==> config.mk <==
export PLATFORM = sky130hd
export DESIGN_NAME = stopwatch_counter
export DESIGN_NICKNAME = d
export VERILOG_FILES = /design/src/rtl/stopwatch_counter.sv
export SDC_FILE = /design/constraint.sdc
export NUM_CORES = 1
export LEC_CHECK = 0
export BUFFER_PORTS_ARGS = -buffer_cell sky130_fd_sc_hd__buf_2
export CAP_MARGIN = 20
export CORE_MARGIN = 1.5
export CORE_UTILIZATION = 45
export CTS_CLUSTER_DIAMETER = 50
export DETAILED_ROUTE_END_ITERATION = 6
export PLACE_DENSITY = 0.78
export SYNTH_ARGS = -nofsm -noshare
export SYNTH_HDL_FRONTEND = slang
export SYNTH_SLANG_ARGS = --single-unit
==> constraint.sdc <==
create_clock -name clk -period 1.95 [get_ports clk]
set_clock_uncertainty 0.1 [all_clocks]
set_input_delay 0.39 -clock clk [delete_from_list [all_inputs] [get_ports clk]]
set_output_delay 0.39 -clock clk [all_outputs]
set_load 0.1 [all_outputs]
==> src/rtl/stopwatch_counter.sv <==
// -----------------------------------------------------------------------------
// stopwatch_counter
//
// Centisecond stopwatch core. A prescaler divides clk down to the tick rate,
// and each prescaler wrap advances a four-digit BCD count SS.cc (00.00-59.99).
//
// Parameters
//   CLK_HZ   input clock frequency in Hz
//   TICK_HZ  count-tick rate in Hz; DIV = CLK_HZ/TICK_HZ must be >= 2
//
// Ports
//   clk           system clock, all logic on its rising edge
//   reset         synchronous active-high reset
//   enable_count  1 = run, 0 = hold (prescaler and digits keep their value)
//   reset_count   1 = clear prescaler, digits, tick and overflow next edge
//   sec_tens      BCD seconds tens (0-5)
//   sec_ones      BCD seconds ones (0-9)
//   cs_tens       BCD centiseconds tens (0-9)
//   cs_ones       BCD centiseconds ones (0-9)
//   tick          one-cycle pulse on each counted centisecond
//   overflow      one-cycle pulse on the 59.99 -> 00.00 wrap
//   lap           (STOPWATCH_COUNTER_LAP_EN only) lap button, rising-edge
//   lap_active    (STOPWATCH_COUNTER_LAP_EN only) 1 while display is frozen
//
// Build option
//   STOPWATCH_COUNTER_LAP_EN  adds the lap-hold feature: a lap rising edge
//   freezes the displayed digits while the internal count keeps running;
//   the next rising edge returns to the live count.
// -----------------------------------------------------------------------------
module stopwatch_counter #(
  parameter int CLK_HZ  = 100000000,
  parameter int TICK_HZ = 100
) (
  input  logic       clk,
  input  logic       reset,
  input  logic       enable_count,
  input  logic       reset_count,
`ifdef STOPWATCH_COUNTER_LAP_EN
  input  logic       lap,
  output logic       lap_active,
`endif
  output logic [3:0] sec_tens,
  output logic [3:0] sec_ones,
  output logic [3:0] cs_tens,
  output logic [3:0] cs_ones,
  output logic       tick,
  output logic       overflow
);

  localparam int DIV = CLK_HZ / TICK_HZ;
  localparam int PW  = (DIV > 1) ? $clog2(DIV) : 1;
  localparam logic [PW-1:0] PRESC_LAST = PW'(DIV - 1);

  // Digit index 0 = cs_ones, 1 = cs_tens, 2 = sec_ones, 3 = sec_tens.
  logic [PW-1:0] presc_q, presc_d;
  logic [3:0]    dig_q   [4];
  logic [3:0]    dig_d   [4];
  logic [3:0]    dig_inc [4];
  logic [3:0]    disp    [4];
  logic [3:0]    at_max;
  logic          all_max;
  logic          tick_q, tick_d;
  logic          ovf_q, ovf_d;

  // A digit at or above its top value rolls to 0 on carry-in. Using >= rather
  // than == means an out-of-range value can never propagate upward.
  for (genvar gi = 0; gi < 4; gi++) begin : g_digit_max
    localparam logic [3:0] MAXV = (gi == 3) ? 4'd5 : 4'd9;
    assign at_max[gi] = (dig_q[gi] >= MAXV);
  end

  assign all_max = &at_max;

  // Ripple the +1 centisecond through the digit chain.
  always_comb begin : digit_increment
    logic carry;
    carry = 1'b1;
    for (int i = 0; i < 4; i++) begin
      dig_inc[i] = dig_q[i];
      if (carry) begin
        dig_inc[i] = at_max[i] ? 4'd0 : dig_q[i] + 4'd1;
      end
      carry = carry & at_max[i];
    end
  end

  // Next state: reset_count outranks enable_count. The digits advance on the
  // very edge the prescaler wraps, so tick and the new digits appear together.
  always_comb begin : count_next
    presc_d = presc_q;
    for (int i = 0; i < 4; i++) begin
      dig_d[i] = dig_q[i];
    end
    tick_d = 1'b0;
    ovf_d  = 1'b0;
    if (reset_count) begin
      presc_d = '0;
      for (int i = 0; i < 4; i++) begin
        dig_d[i] = 4'd0;
      end
    end else if (enable_count) begin
      if (presc_q == PRESC_LAST) begin
        presc_d = '0;
        for (int i = 0; i < 4; i++) begin
          dig_d[i] = dig_inc[i];
        end
        tick_d = 1'b1;
        ovf_d  = all_max;
      end else begin
        presc_d = presc_q + 1'b1;
      end
    end
  end

  always_ff @(posedge clk) begin : count_reg
    if (reset) begin
      presc_q <= '0;
      for (int i = 0; i < 4; i++) begin
        dig_q[i] <= 4'd0;
      end
      tick_q <= 1'b0;
      ovf_q  <= 1'b0;
    end else begin
      presc_q <= presc_d;
      for (int i = 0; i < 4; i++) begin
        dig_q[i] <= dig_d[i];
      end
      tick_q <= tick_d;
      ovf_q  <= ovf_d;
    end
  end

`ifdef STOPWATCH_COUNTER_LAP_EN
  typedef enum logic {LIVE = 1'b0, FROZEN = 1'b1} lap_state_e;

  lap_state_e state_q, state_d;
  logic       lap_q;
  logic       lap_rise;
  logic       capture;
  logic [3:0] frz_q [4];

  assign lap_rise = lap & ~lap_q;

  // State register. lap_q follows the pin even through reset so that a lap
  // held high across reset is not mistaken for a fresh press.
  always_ff @(posedge clk) begin : lap_state_reg
    lap_q <= lap;
    if (reset) begin
      state_q <= LIVE;
      for (int i = 0; i < 4; i++) begin
        frz_q[i] <= 4'd0;
      end
    end else begin
      state_q <= state_d;
      if (capture) begin
        for (int i = 0; i < 4; i++) begin
          frz_q[i] <= dig_q[i];
        end
      end
    end
  end

  // Next state: reset_count forces LIVE even when a lap edge coincides.
  always_comb begin : lap_state_next
    state_d = state_q;
    capture = 1'b0;
    if (reset_count) begin
      state_d = LIVE;
    end else if (lap_rise) begin
      if (state_q == LIVE) begin
        state_d = FROZEN;
        capture = 1'b1;
      end else begin
        state_d = LIVE;
      end
    end
  end

  always_comb begin : lap_outputs
    lap_active = (state_q == FROZEN);
    for (int i = 0; i < 4; i++) begin
      disp[i] = (state_q == FROZEN) ? frz_q[i] : dig_q[i];
    end
  end
`else
  always_comb begin : live_outputs
    for (int i = 0; i < 4; i++) begin
      disp[i] = dig_q[i];
    end
  end
`endif

  assign cs_ones  = disp[0];
  assign cs_tens  = disp[1];
  assign sec_ones = disp[2];
  assign sec_tens = disp[3];
  assign tick     = tick_q;
  assign overflow = ovf_q;

endmodule

==> results of run 1 <==
-- area by class of cell --
| cell class | count | area share [%] |
|---|---|---|
| clock buffer | 8 | 3.41 |
| inverter | 11 | 1.86 |
| multi-input combinational | 163 | 48.4 |
| sequential | 38 | 33.5 |
| tap | 50 | 2.66 |
| timing repair buffer | 37 | 10.1 |
-- placed cells by master, fill, tap and decap left out, drive strengths merged, types with 3 or more instances in the layout --
master | netlist | final
dfxtp | 38 | 38
mux2i | 5 | 5
nor3 | 5 | 5
inv | 11 | 11
nand2 | 17 | 17
xnor2 | 6 | 6
nor4 | 3 | 3
ha | 13 | 13
o21ai | 6 | 6
a21oi | 10 | 10
buf | 4 | 37
nand4 | 10 | 10
nor2 | 34 | 34
and4bb | 3 | 3
clkbuf | 3 | 8
nand3 | 13 | 13
and3 | 3 | 3
xor2 | 13 | 13
-- logic make-up (layout without fill, tap and decap cells) --
kind of cell | Yosys count | count (layout) | synth area share (%)
simple gates | 104 | 104 | 29.4
flops | 38 | 38 | 39.8
compound gates | 22 | 22 | 7.00
xor+xnor | 19 | 19 | 8.70
buf+inv | 18 | 56 | 3.93
fa+ha+maj | 13 | 13 | 8.51
mux | 5 | 5 | 2.62
-- metrics by stage --
stage          hold WS (ns)  total power, W  instance area [um^2]  setup WS [ns]  instances
2_1_floorplan         0.372        0.000810                  1980         -0.176        219
3_3_place_gp          0.379        0.000824                  2240         0.0595        299
3_5_place_dp          0.388        0.000824                  2240        0.00709        299
4_1_cts               0.321         0.00134                  2320         0.0265        307
5_1_grt               0.344         0.00137                  2350        -0.0312        307
6_report              0.332         0.00133                  2350         0.0179        307
-- worst max path at each step --
stage	slack (ns)	cells after the start	endpoint	from
final	0.02	7	dig_q[3][2]	dig_q[1][0]
after CTS	0.03	7	dig_q[3][2]	dig_q[1][0]
after detailed placement	0.007	6	dig_q[3][2]	enable_count
after global placement	0.06	6	dig_q[3][2]	enable_count
after floorplan	-0.18	8	dig_q[3][2]	dig_q[1][0]
after global routing	-0.03	7	dig_q[3][2]	dig_q[1][0]
-- registers in the layout, indices dropped and copies added, names as in the netlist --
| signal | flops |
|---|---|
| tick | 1 |
| presc_q | 20 |
| overflow | 1 |
| dig_q | 16 |
-- critical path, stage by stage, from the launching register on --
cell,delay (ns)
dfxtp_4,0.40
inv_4,0.04
ha_4,0.14
nor3b_4,0.15
nand2b_4,0.15
or4_4,0.48
o31ai_4,0.27
a21oi_2,0.08
-- power by group --
part	internal, W	total [W]	switching (W)
logic	0.0000141	0.0000355	0.0000213
registers	0.000770	0.000771	0.000000849
clock network	0.000254	0.000520	0.000266
-- routing by layer --
metal,GRT usage [%],wire [um],up-vias
met4,10.5,89,0
met2,31.3,1820,33
met1,22.6,1760,768
met3,3.95,149,8
li1,-,-,828
met5,0,0,-
-- timing repair --
item | CTS | global route
gates resized for setup | 0 | 4
setup buffers | 0 | 0
endpoints found under the setup margin | 0 | 1
==> results.md, run 1 <==
- Outcome: finished clean
- Worst path required time: 2.03 ns
- PD cells: approximately 560 nW/um^2
- Synth Warn #: 0
- RSZ-0062 raised after global routing: true
- Syn Nets: between 200 and 250
- Crit end category: flop
- Crit Path Category: flop to flop
- Post-synth ARST share: 0%
- Final setup vio count: 0
- Hold Path Depth: 4
- I/O Buffers: 21
- DRC viols: 0
- Final Util: between 50% and 60%
- Mapped Area: approximately 1900 um^2
- CTS tree: built
- Top-area cell type share of the netlist area: 39.8%
- #FFs+latches synth: 38
- Vias per cell: 5.33
- Max Clk Rate: 0.518 GHz
- Startpoint types: flop
- First-pass GRT wire length: 6580 um
- Starting density of the core: between 40% and 50%
- # diodes: 0
- Worst r2r path cells: 7
- DRT antenna net count: 0
- HPWL Detailed: between 2000 and 3000 um
- Final Hold Fails: 0
- Post-Syn Area per Cell: slightly below 9 um^2
- Vias in the first global route: approximately 1500
- Total track usage: 18.9%
- Die H: ~68 um
- Row cnt: 23
- H-Tree Depth: 2
- Fill cells: ~370
- Synth top cells by count: 38 x dfxtp_1, 34 x nor2_1, 17 x nand2_1, 13 x ha_1, 13 x xor2_1
- Initial DRC Count: between 100 and 150
- Largest net degree at the start of global routing: 21
- Synth Flop Type: dfxtp_1
- Clock sink count: 38
- Hold Path End: dig_q[3][3]
- Drt pass-1 iters: 4
- TNS Setup: 0 ns
- Final WL: roughly 3800 um
- Worst Tran Pin Value: between 0.4 and 0.5 ns
- Clock-pin slew on the worst setup and hold paths: about 0.080 ns
- Worst Hold Class: input pin to flop
- Root Buffer: clkbuf_8
- I/O pin cnt: 22
- Worst skew pair latency: around 0.30 ns
- Maximum VDD drop: just under 0.4 mV
- Die area: between 4000 and 5000 um^2
- Cells after synthesis: about 220
- Hold Startpoint: reset
- Reg2reg end: dig_q[3][2]
- Crit path DAT: 2.01 ns
- Sequential area share after synthesis: about two fifths
- Via count: around 1600
- Tmin final: around 1.9 ns
- Register area: a little under 800 um^2
- Drt wl/cell: 12.4 um
- P_leak: around 0.94 nW
- Number of synthesized flops with an enable pin: 0
- Hold_buf cts: 0
- Die width: between 60 and 70 um
- Count leader, synth: dfxtp_1
- Multi-input logic area: ~1100 um^2
- Dominant cell type by area after synthesis: dfxtp_1
- Num CTS Buffers: 5
- Slew Viols, Final: 0
- Max cap viols: 0
- Crit path max fanout: 7
- GPL Wtd Cong: approximately 0.74
- Final Cycle Share: between 90% and 100%
- Rel. slew slack: a little under 70%
- Clock tree buffer depth: 2
- Synth area leaders: dfxtp_1 40%, ha_1 8.5%, nor2_1 6.7%, xor2_1 6.0%, nand2_1 3.3%
- Post-synth cell types: 37
- Initial antenna violation count: 0
- Final Net Count: around 270
- Overflow after GRT: 0
- Worst R2R Start: dig_q[1][0]
- Area Growth Syn to Fin: 22.9%
- R2r setup slk: 0.02 ns
- CORE AREA: between 4000 and 5000 um^2
- Layout cells sized above 1: between 20% and 30%
Note: power is estimated with default switching activity, not from simulation.
==> inputs of run 2 (changes only) <==
==> config.mk (replaced) <==
export PLATFORM = sky130hd
export DESIGN_NAME = stopwatch_counter
export DESIGN_NICKNAME = d
export VERILOG_FILES = /design/src/rtl/stopwatch_counter.sv
export SDC_FILE = /design/constraint.sdc
export NUM_CORES = 1
export LEC_CHECK = 0
export CAP_MARGIN = 20
export CORE_MARGIN = 1.5
export CORE_UTILIZATION = 45
export CTS_CLUSTER_DIAMETER = 50
export DETAILED_ROUTE_END_ITERATION = 6
export DONT_BUFFER_PORTS = 1
export GPL_ROUTABILITY_DRIVEN = 0
export PLACE_DENSITY = 0.73
export SYNTH_ARGS = -nofsm -noshare
export SYNTH_HDL_FRONTEND = slang
export SYNTH_SLANG_ARGS = --single-unit
==> run 2 against run 1 <==
Against the previous run:
- the flow now finishes with violations (negative setup slack)
- fmax shrank 1.9%
- critical path type unchanged
- final cell count is the same
- sequential power is essentially flat
- combinational power shrank 19%
- critical path depth is the same
- highest routed layer unchanged
- design area grew 2.5%
- flip-flop and latch count is the same
- count of clock-buffer cells in the layout shrank 3
- largest power group unchanged
- wire length grew 9.0%
==> results.md, run 2 (synthesis results as in run 1) <==
- Pre-CTS WS: -0.00876 ns
- Worst r2r path cells: 7
- Max Clk Rate: 0.508 GHz
- Total track usage: a little under a fifth
- CP max stage cell: or4_4
- R2r setup slk: -0.02 ns
- Hold Path Depth: 2
- PD cells: ~540 nW/um^2
- Final WL: 4160 um
- Commonest non-fill, non-tap cells in the layout: 37 x buf_4, 34 x nor2_1, 24 x dfxtp_1
- Vias in the first global route: roughly 1500
- CORE AREA: approximately 4000 um^2
- Crit Path Category: flop to flop
- RSZ-0062 raised after global routing: true
- Clock tree buffer depth: 2
- H-Tree Depth: 2
- Initial DRC Count: 73
- Area Growth Syn to Fin: 26.0%
- Die H: around 68 um
- Via count: about 1600
- Rel. slew slack: 67.1%
- Vias per cell: ~5.3
- Slew Viols, Final: 0
- Worst Hold Class: input pin to flop
- Clock sink count: 38
- Row cnt: 23
- First-pass GRT wire length: roughly 6600 um
- Hold Startpoint: enable_count
- Final Util: 59.8%
- Crit path from: dig_q[1][0]
- Final Net Count: ~270
- Final Hold Fails: 0
- DRC viols: 0
- I/O Buffers: 0
- Final Instance Area: about 2400 um^2
- Worst Tran Pin Value: 0.490 ns
- Buffer and inverter count on the worst path: 1
- Crit end category: flop
- Commonest non-fill, non-tap cell in the layout: buf_4
- Top reg by flops: presc_q
- Die width: between 60 and 70 um
- Delay-heaviest family, CP: simple AND/OR/NAND/NOR gates
- Clock-pin slew on the worst setup and hold paths: around 0.08 ns
- Placement-stage cell area: around 2300 um^2
- Starting density of the core: approximately 47%
- Tmin final: around 2.0 ns
- Hold WS: between 0.15 and 0.2 ns
- # diodes: 0
- TNS Setup: -0.0211 ns
- Failing checks: negative setup slack
- DRT antenna net count: 0
- CTS tree: built
- Drt pass-1 iters: 4
- Fill cells: 363
- Worst path required time: between 2 and 2.5 ns
- Root Buffer: clkbuf_8
- I/O pin cnt: 22
- Startpoint types: flop
- Layout cells sized above 1: about 30%
- Largest net degree at the start of global routing: 21
- Reg2reg end: dig_q[2][2]
- HPWL Detailed: slightly below 3000 um
- Worst skew pair latency: ~0.3 ns
- Hold Path End: presc_q[1]
- Outcome: finished with violations
- Max reg flops: 20
- Crit path max fanout: 7
- Critical-path cell list: inv_2, ha_4, nor3b_4, nand2b_4, or4_4, o21ai_1, a21oi_1
- Maximum VDD drop: roughly 0.45 mV
- Overflow after GRT: 0
- Final setup vio count: 2
- Max incr delay on CP: ~0.57 ns
- Num CTS Buffers: 5
- Max cap viols: 0
- Drt wl/cell: 13.5 um
- P_leak: ~0.97 nW
- Biggest regs: presc_q (20), dig_q (16)
- Post-route worst setup slack: -0.0189 ns
- Initial antenna violation count: 0
- Final Cycle Share: 101%
- Crit path DAT: slightly above 2 ns
- Worst R2R Start: dig_q[1][0]
- Die area: roughly 4600 um^2
==> run 2: worst max-delay path by stage <==
stage,to,slack (ns),cells past startpoint
final,dig_q[2][2],-0.02,7
after global routing,dig_q[2][2],-0.07,7
after CTS,dig_q[3][2],0.02,5
after detailed placement,dig_q[3][1],-0.009,5
after global placement,dig_q[3][2],0.09,7
after floorplan,dig_q[3][2],-0.18,8
==> run 2: what timing repair did <==
item                       in CTS  in global routing
resized for setup               1                  5
hold buffers                    0                  0
setup buffers                   0                  3
setup endpoints to repair       3                  3
pin swaps                       0                  4
==> run 2: cell type report <==
cell class | count | area [um^2] | area share, %
Multi-Input combinational cell | 163 | 1140 | 47.2
Sequential cell | 38 | 791 | 32.8
Timing Repair Buffer | 38 | 298 | 12.4
Clock buffer | 5 | 68.8 | 2.86
Tap cell | 50 | 62.6 | 2.60
Inverter | 11 | 41.3 | 1.71
Clock inverter | 2 | 10.0 | 0.416
==> run 2: report_power, final <==
part | internal [W] | leakage (nW) | switching (W)
combinational | 0.0000112 | 0.609 | 0.0000177
clock | 0.000240 | 0.0438 | 0.000271
sequential | 0.000770 | 0.315 | 0.000000795
==> run 2: stage by stage <==
stage	total power (W)	cells
after global placement	0.000817	297
after floorplan	0.000810	219
final	0.00131	307
after CTS	0.00131	304
after detailed placement	0.000817	297
after global routing	0.00136	307
==> run 2: per-layer routing <==
| metal | wire, um | vias to the layer above | track usage, % | part of all wire (%) |
|---|---|---|---|---|
| met5 | 0 | - | 0 | 0 |
| met4 | 84 | 0 | 7.50 | 2.0 |
| met3 | 166 | 11 | 4.28 | 4.0 |
| met2 | 2090 | 30 | 34.2 | 50 |
| met1 | 1810 | 759 | 21.9 | 44 |
| li1 | - | 830 | - | - |
==> inputs of run 3 (changes only) <==
--- a/config.mk
+++ b/config.mk
@@ -6,13 +6,16 @@
 export NUM_CORES = 1
 export LEC_CHECK = 0
 export CAP_MARGIN = 20
+export CELL_PAD_IN_SITES_DETAIL_PLACEMENT = 1
+export CELL_PAD_IN_SITES_GLOBAL_PLACEMENT = 2
 export CORE_MARGIN = 1.5
-export CORE_UTILIZATION = 45
+export CORE_UTILIZATION = 36
+export CTS_BUF_LIST = sky130_fd_sc_hd__clkbuf_4 sky130_fd_sc_hd__clkbuf_8
 export CTS_CLUSTER_DIAMETER = 50
 export DETAILED_ROUTE_END_ITERATION = 6
 export DONT_BUFFER_PORTS = 1
 export GPL_ROUTABILITY_DRIVEN = 0
-export PLACE_DENSITY = 0.73
+export PLACE_DENSITY = 0.88
 export SYNTH_ARGS = -nofsm -noshare
 export SYNTH_HDL_FRONTEND = slang
 export SYNTH_SLANG_ARGS = --single-unit
==> run 3 against run 2 <==
Against the previous run:
- the flow now finishes without violations
- setup slack improved by 0.030 ns
- final cell count rose by 7.8%
- via count rose by 2.5%
- total power is 2.1% higher
- sequential power hardly changed
- global-route usage is 0.96 points lower
- combinational power up 9.0%
- core utilization shrank 11 points
- critical path depth grew 1
- flip-flop and latch count did not move
- largest power group unchanged
==> results.md, run 3 (synthesis results as in run 1) <==
- Clock-pin slew on the worst setup and hold paths: around 0.080 ns
- Startpoint types: flop
- I/O pin cnt: 22
- DRT antenna net count: 0
- Maximum VDD drop: ~0.27 mV
- Final Util: about half
- Crit path max fanout: 6
- Via count: between 1500 and 2000
- Largest net degree at the start of global routing: 16
- Vias per cell: between 5 and 6
- Hold Path Depth: 2
- DRC viols: 0
- Final Cycle Share: between 90 and 100%
- Worst skew pair latency: around 0.30 ns
- Vias in the first global route: 1727
- Max incr delay on CP: 0.59 ns
- HPWL Detailed: between 3000 and 4000 um
- Pre-CTS WS: -0.0193 ns
- Num CTS Buffers: 5
- CORE AREA: between 5000 and 6000 um^2
- Outcome: finished clean
- Total track usage: 18.2%
- Hold Startpoint: enable_count
- Placement-stage cell area: about 2300 um^2
- Clock sink count: 38
- Crit end category: flop
- Drt wl/cell: between 10 and 15 um
- Worst Tran Pin Value: roughly 0.44 ns
- Max Clk Rate: slightly above 0.5 GHz
- Commonest non-fill, non-tap cell in the layout: buf_4
- Final Hold Fails: 0
- Final WL: a little under 5000 um
- Final Instance Area: about 2500 um^2
- Critical-path cell list: inv_4, ha_4, nor3b_4, nand2b_4, or4_4, buf_4, nand2_1, a21oi_1
- Overflow after GRT: 0
- Max reg flops: 20
- Initial DRC Count: 28
- Top reg by flops: presc_q
- Starting density of the core: between 30% and 40%
- Die area: 5760 um^2
- Clock tree buffer depth: 2
- Worst Hold Class: input pin to flop
- Drt pass-1 iters: 4
- Worst path required time: slightly above 2 ns
- Worst r2r path cells: 8
- P_leak: a little under 1 nW
- Final setup vio count: 0
- First-pass GRT wire length: around 7800 um
- Row cnt: 26
- Max cap viols: 0
- Hold Path End: presc_q[0]
- Worst R2R Start: dig_q[1][0]
- Biggest regs: presc_q (20), dig_q (16)
- PD cells: about 540 nW/um^2
- Overall power: about 0.0013 W
- RSZ-0062 raised after global routing: true
- Die width: 75.9 um
- R2r setup slk: 0.01 ns
- I/O Buffers: 0
- # diodes: 0
- Initial antenna violation count: 0
- Final Net Count: around 280
- H-Tree Depth: 2
- Slew Viols, Final: 0
- Crit path DAT: around 2 ns
- Root Buffer: clkbuf_8
- Die H: about 76 um
- Fill cells: 620
- Commonest non-fill, non-tap cells in the layout: 39 x buf_4, 34 x nor2_1, 26 x dfxtp_1
- Area Growth Syn to Fin: 29.9%
- Post-route worst setup slack: 0.0112 ns
- Tmin final: between 1.5 and 2 ns
- CP max stage cell: or4_4
- Reg2reg end: dig_q[2][1]
- CTS tree: built
- Rel. slew slack: 70.5%
- Crit Path Category: flop to flop
- Layout cells sized above 1: 30.3%
[run 3: metrics by stage]
| stage | setup TNS, ns | hold WS [ns] | cells |
|---|---|---|---|
| final | 0 | 0.151 | 331 |
| after global routing | -0.143 | 0.168 | 331 |
| after CTS | 0 | 0.145 | 326 |
| after detailed placement | -0.0217 | 0.377 | 318 |
| after global placement | 0 | 0.364 | 318 |
| after floorplan | -0.531 | 0.372 | 219 |
[run 3: how the worst max path moves through the flow]
stage	from	endpoint	slack (ns)	cells past startpoint
finish	dig_q[1][0]	dig_q[2][1]	0.01	8
global route	dig_q[1][0]	dig_q[2][0]	-0.04	8
CTS	presc_q[14]	dig_q[3][2]	0.002	5
detailed placement	presc_q[4]	dig_q[3][1]	-0.02	5
global placement	presc_q[3]	dig_q[3][1]	0.03	5
floorplan	dig_q[1][0]	dig_q[3][2]	-0.18	8
[run 3: area by class of cell]
class	count	area, um^2	share of cell area (%)
Sequential cell	38	788	31.7
Tap cell	70	87.6	3.53
Inverter	11	43.8	1.76
Multi-Input combinational cell	163	1150	46.5
Clock buffer	6	76.3	3.07
Timing Repair Buffer	41	324	13.0
Clock inverter	2	8.76	0.353
[run 3: layer usage]
layer	vias to the layer above	track usage [%]	share of wire, %
met2	25	32.2	51
li1	833	-	-
met3	8	5.95	3.5
met4	0	7.14	1.5
met1	805	20.0	44
met5	-	0	0
[run 3: timing repair]
| action | CTS | global route |
|---|---|---|
| pin swaps | 0 | 5 |
| endpoints found under the setup margin | 3 | 4 |
| setup buffers | 0 | 5 |
| gates resized for setup | 1 | 8 |
| hold buffers | 0 | 0 |
[run 3: worst max-delay path: cells and delay by family, from the launching register on]
kind / cells / cell delay (ns)
and+or+nand+nor: 4 / 0.94
AOI/OAI and AO/OA: 1 / 0.05
adders and majority gates: 1 / 0.14
buffers and inverters: 2 / 0.21
DFF: 1 / 0.38
[run 3: report_power, final]
group	switching, W	internal, W
clock network	0.000276	0.000260
registers	0.000000747	0.000770
logic	0.0000191	0.0000123
